[src/rtl/lsu_bus.sv]
// lsu_bus: load/store unit bridging the single-cycle datapath to a
// req/ack data bus. One bus transaction per memory instruction; the PC is
// stalled until it completes. Load data is lane-extracted and extended.
// Optional feature macro: LSU_MISALIGN_TRAP_EN (misaligned accesses raise err
// instead of being silently aligned down).
module lsu_bus #(
  parameter int unsigned TIMEOUT = 255
) (
  input  logic        clk,
  input  logic        rst_n,
  input  logic        rd_en,
  input  logic        wr_en,
  input  logic [2:0]  mask,
  input  logic [31:0] addr,
  input  logic [31:0] wdata,
  output logic        stall,
  output logic        done,
  output logic [31:0] rdata,
  output logic        err,
  output logic        bus_req,
  output logic        bus_we,
  output logic [31:0] bus_addr,
  output logic [3:0]  bus_be,
  output logic [31:0] bus_wdata,
  input  logic        bus_ack,
  input  logic [31:0] bus_rdata
);

  typedef enum logic [1:0] {IDLE, REQ, DONE} state_t;

  localparam logic [15:0] TMO_LAST = 16'(TIMEOUT - 1);

  state_t      state;
  logic [15:0] tmo_cnt;
  logic [1:0]  off_q;   // lane offset of the access in flight
  logic [2:0]  mask_q;  // funct3 of the access in flight

  logic        req;
  logic        illegal;
  logic [1:0]  off;
  logic [3:0]  be_n;
  logic [31:0] wdata_n;
  logic [31:0] lane;
  logic [31:0] ld_data;

  assign req   = rd_en | wr_en;
  assign stall = ((state == IDLE) && req) || (state == REQ);

  // Legality of the decoded access; illegal ones retire with err, no bus cycle
  always_comb begin
    illegal = 1'b0;
    if (rd_en && wr_en)
      illegal = 1'b1;
    else if (rd_en)
      illegal = (mask == 3'b011) || (mask[2:1] == 2'b11);
    else if (wr_en)
      illegal = mask[2] || (mask[1:0] == 2'b11);
`ifdef LSU_MISALIGN_TRAP_EN
    if ((mask[1:0] == 2'b01) && addr[0])
      illegal = 1'b1;
    if ((mask[1:0] == 2'b10) && (addr[1:0] != 2'b00))
      illegal = 1'b1;
`endif
  end

  // Lane offset, byte enables and replicated store data; sub-natural
  // address bits are dropped so the lanes always stay inside the word
  always_comb begin
    case (mask[1:0])
      2'b00: begin
        off     = addr[1:0];
        be_n    = 4'b0001 << off;
        wdata_n = {4{wdata[7:0]}};
      end
      2'b01: begin
        off     = {addr[1], 1'b0};
        be_n    = 4'b0011 << off;
        wdata_n = {2{wdata[15:0]}};
      end
      default: begin
        off     = 2'b00;
        be_n    = 4'b1111;
        wdata_n = wdata;
      end
    endcase
  end

  // Load extraction: shift the addressed lane down, then sign/zero extend
  always_comb begin
    lane = bus_rdata >> {off_q, 3'b000};
    case (mask_q[1:0])
      2'b00:   ld_data = mask_q[2] ? {24'h0, lane[7:0]}
                                   : {{24{lane[7]}}, lane[7:0]};
      2'b01:   ld_data = mask_q[2] ? {16'h0, lane[15:0]}
                                   : {{16{lane[15]}}, lane[15:0]};
      default: ld_data = bus_rdata;
    endcase
  end

  // Access FSM with registered bus outputs and done/err pulses
  always_ff @(posedge clk) begin
    if (!rst_n) begin
      state     <= IDLE;
      tmo_cnt   <= '0;
      off_q     <= '0;
      mask_q    <= '0;
      bus_req   <= 1'b0;
      bus_we    <= 1'b0;
      bus_addr  <= '0;
      bus_be    <= '0;
      bus_wdata <= '0;
      rdata     <= '0;
      done      <= 1'b0;
      err       <= 1'b0;
    end else begin
      done <= 1'b0;
      err  <= 1'b0;
      case (state)
        IDLE: begin
          if (req) begin
            if (illegal) begin
              state <= DONE;
              done  <= 1'b1;
              err   <= 1'b1;
            end else begin
              state     <= REQ;
              bus_req   <= 1'b1;
              bus_we    <= wr_en;
              bus_addr  <= {addr[31:2], 2'b00};
              bus_be    <= be_n;
              bus_wdata <= wdata_n;
              off_q     <= off;
              mask_q    <= mask;
              tmo_cnt   <= '0;
            end
          end
        end
        REQ: begin
          if (bus_ack) begin
            bus_req <= 1'b0;
            if (!bus_we)
              rdata <= ld_data;
            state <= DONE;
            done  <= 1'b1;
          end else if (tmo_cnt == TMO_LAST) begin
            bus_req <= 1'b0;
            state   <= DONE;
            done    <= 1'b1;
            err     <= 1'b1;
          end else begin
            tmo_cnt <= tmo_cnt + 16'd1;
          end
        end
        DONE:    state <= IDLE;
        default: state <= IDLE;
      endcase
    end
  end

endmodule

[config.mk]
export PLATFORM = sky130hd
export DESIGN_NAME = lsu_bus
export DESIGN_NICKNAME = d
export VERILOG_FILES = /design/src/rtl/lsu_bus.sv
export SDC_FILE = /design/constraint.sdc
export NUM_CORES = 1
export LEC_CHECK = 0
export CORE_AREA = 4 4 125 127
export CTS_CLUSTER_DIAMETER = 200
export DETAILED_ROUTE_END_ITERATION = 7
export DIE_AREA = 0 0 129 131
export PLACE_DENSITY = 0.72
export SYNTH_ARGS = -nofsm -noshare
export SYNTH_HDL_FRONTEND = slang
export SYNTH_SLANG_ARGS = --single-unit
export TNS_END_PERCENT = 5
[constraint.sdc]
create_clock -name clk -period 3 [get_ports clk]
set_input_delay 0.3 -clock clk [delete_from_list [all_inputs] [get_ports clk]]
set_output_delay 0.3 -clock clk [all_outputs]
set_load 0.03 [all_outputs]
==> flow_summary.ini <==
[die]
die_h_um = 131
fp.coreArea_um2 = 14400
io_pins = 209
start_util_pct = 39.7
rows = 44
die_w_um = 129
dieArea_um2 = 16900

[route]
drt_iter0_drc = 435
via_per_inst = 5.20
dr.pass1.iters = 4
num_vias = 5673
wirelength_um = 17400
wl_per_cell_um = 15.9
drc_errors = 0
drtAntennaViolNets = 0

[clock_tree]
clk_path_buf_depth = 2
cts_tree = yes
clock-root-buffer = clkbuf_16
numClockSinks = 125
clk_latency_ps = 420
hold_buffers = 0
cts-buffers-inserted = 17
htree_levels = 4
clkTransAtPathRegs_ps = 60
cts.repair.resized = 0
post_cts_buffers = 0

[timing]
clock_skew_ps = 10.2
final_max_slew_viol_count = 0
slew_headroom_pct = 56.5
rsz0062_at_grt = false
fin_crit_ps = 2340
fmax_mhz = 428
min_period_over_period_pct = 78.0
worst_pin_slew_ps = 651
tns_ps = 0
hold_violations = 0
finalSetupViolations = 0

[setup_path]
critical_path.max_fanout = 8
cp.arrival_ps = 2040
path_cells = nor3_1 > or2_2 > inv_1 > clkdlybuf4s50_1
path_class = reg -> out
cpPeakStageDelay_ps = 670
cp_slowest_cell = clkdlybuf4s50_1
cp.required_ps = 2700
end_kind = primary output
critPathLaunchType = flip-flop

[run_status]
status = finished clean

[logic_synthesis]
yosysWarnings = 0
netlist_instances = 711
yosys.cell_types.count = 61
ys_seq_area_share_pct = 43.7
synth_edf_count = 0
avgSynthCellArea_um2 = 8.05
synth_common_cells = nand2_1, dfxtp_1, a21oi_1, o21ai_0, nor2_1
netlist_area_um2 = 5720
yosys.area.top_type = dfxtp_1
synth_top_area_share_pct = 43.7
ys.flop_type = dfxtp_1
async_flop_share_pct = 0
synthTopCellsByArea = dfxtp_1, nand2_1, a21oi_1
synth.most_common_cell = nand2_1
ys_ff_latch = 125

[hold_path]
hp-class = in -> reg

[layout]
area_growth_pct = 47.4
final_core_util_pct = 58.5
drive_gt1_share_pct = 7.83
finish.net_count = 1002
num_antenna_cells = 0

[place]
place.gp.congestion = 0.802
io_buffer_count = 206
dp_hpwl_um = 12200

[global_route]
grt_first_pass_wirelength_um = 27100
antenna_found_initial = 0
grt_max_degree = 86
overflow = 0
grt.total_usage_pct = 20.2
first_global_vias = 5268

[pwr]
p_leak_nw = 3.01
vdd_drop_max_v = 0.000366
power_density_nw_per_um2 = 595

[flow_run]
drv_cap = 0
-- worst paths after layout --
kind	start	to	slack (ps)	depth (start not counted)
max	state[0]	stall	660	4
min reg2reg	rdata[2]	rdata[2]	450	2
min	addr[27]	bus_addr[27]	430	3
max reg2reg	tmo_cnt[0]	tmo_cnt[13]	760	7
-- layout by cell type, fill, tap and decap left out, drive strengths merged, types with 3 or more instances in the layout --
master,synthesis,final
a211oi,11,11
a21o,5,5
a21oi,96,96
a221o,3,3
a22oi,7,7
a311oi,8,8
a31oi,3,3
and2,4,4
and4,3,3
buf,28,19
clkbuf,32,22
clkdlybuf4s50,0,206
clkinv,0,5
dfxtp,125,125
inv,4,4
mux2i,35,35
nand2,161,161
nand2b,6,6
nand3,11,11
nand3b,3,3
nor2,42,42
nor2b,3,3
nor3,13,13
nor3b,4,4
nor4,4,4
o211ai,5,5
o21a,5,5
o21ai,50,50
o221ai,7,7
o31ai,5,5
or2,4,4
or3,3,3
-- where the power goes --
part	total, mW	switching, mW	internal, mW
logic	1.18	0.677	0.499
clock network	1.97	0.719	1.25
registers	1.88	0.0792	1.80
total	5.02	1.48	3.54
-- per-layer routing --
| layer | share of wire [%] | track usage [%] |
|---|---|---|
| met1 | 43 | 26.1 |
| met2 | 45 | 30.3 |
| met3 | 10 | 8.46 |
| met4 | 1.5 | 7.60 |
| met5 | 0 | 0 |
-- logic make-up after synthesis --
logic type      synth area share (%)
compound gates                  22.7
fa+ha+maj                      0.437
buf+inv                         5.62
flops                           43.7
mux                             6.52
other cells                   0.0656
simple gates                    20.9
-- sequential cells by signal, indices dropped and copies added (netlist names) --
name	cells
bus_wdata	32
rdata	32
bus_addr	30
tmo_cnt	16
bus_be	4
mask_q	3
off_q	2
state	2
bus_req	1
bus_we	1
done	1
err	1
-- metrics by stage --
step / instance area [um2] / worst slack, ps / cells / hold slack, ps / power (mW)
CTS: 8430 / 634 / 1091 / 411 / 5.07
global placement: 7880 / 480 / 1061 / 440 / 3.08
detailed placement: 7880 / 467 / 1061 / 446 / 3.09
global route: 8430 / 557 / 1091 / 420 / 5.24
floorplan: 5720 / 958 / 712 / 436 / 2.57
finish: 8430 / 661 / 1091 / 427 / 5.02
-- area by class of cell --
cell class,instances,area [um2]
clock buffers,22,464
clock inverters,8,92.6
fillers,1358,5990
inverters,4,15.0
multi-input cells,523,2910
flip-flops and latches,125,2500
well taps,184,230
repair buffers,225,2220
-- critical path, delay by kind of cell (launching register included) --
family | cells | cell delay [ps]
buffers and inverters | 2 | 740
flip-flops | 1 | 490
AND/OR/NAND/NOR | 2 | 390
(Power assumes the default switching activity.)
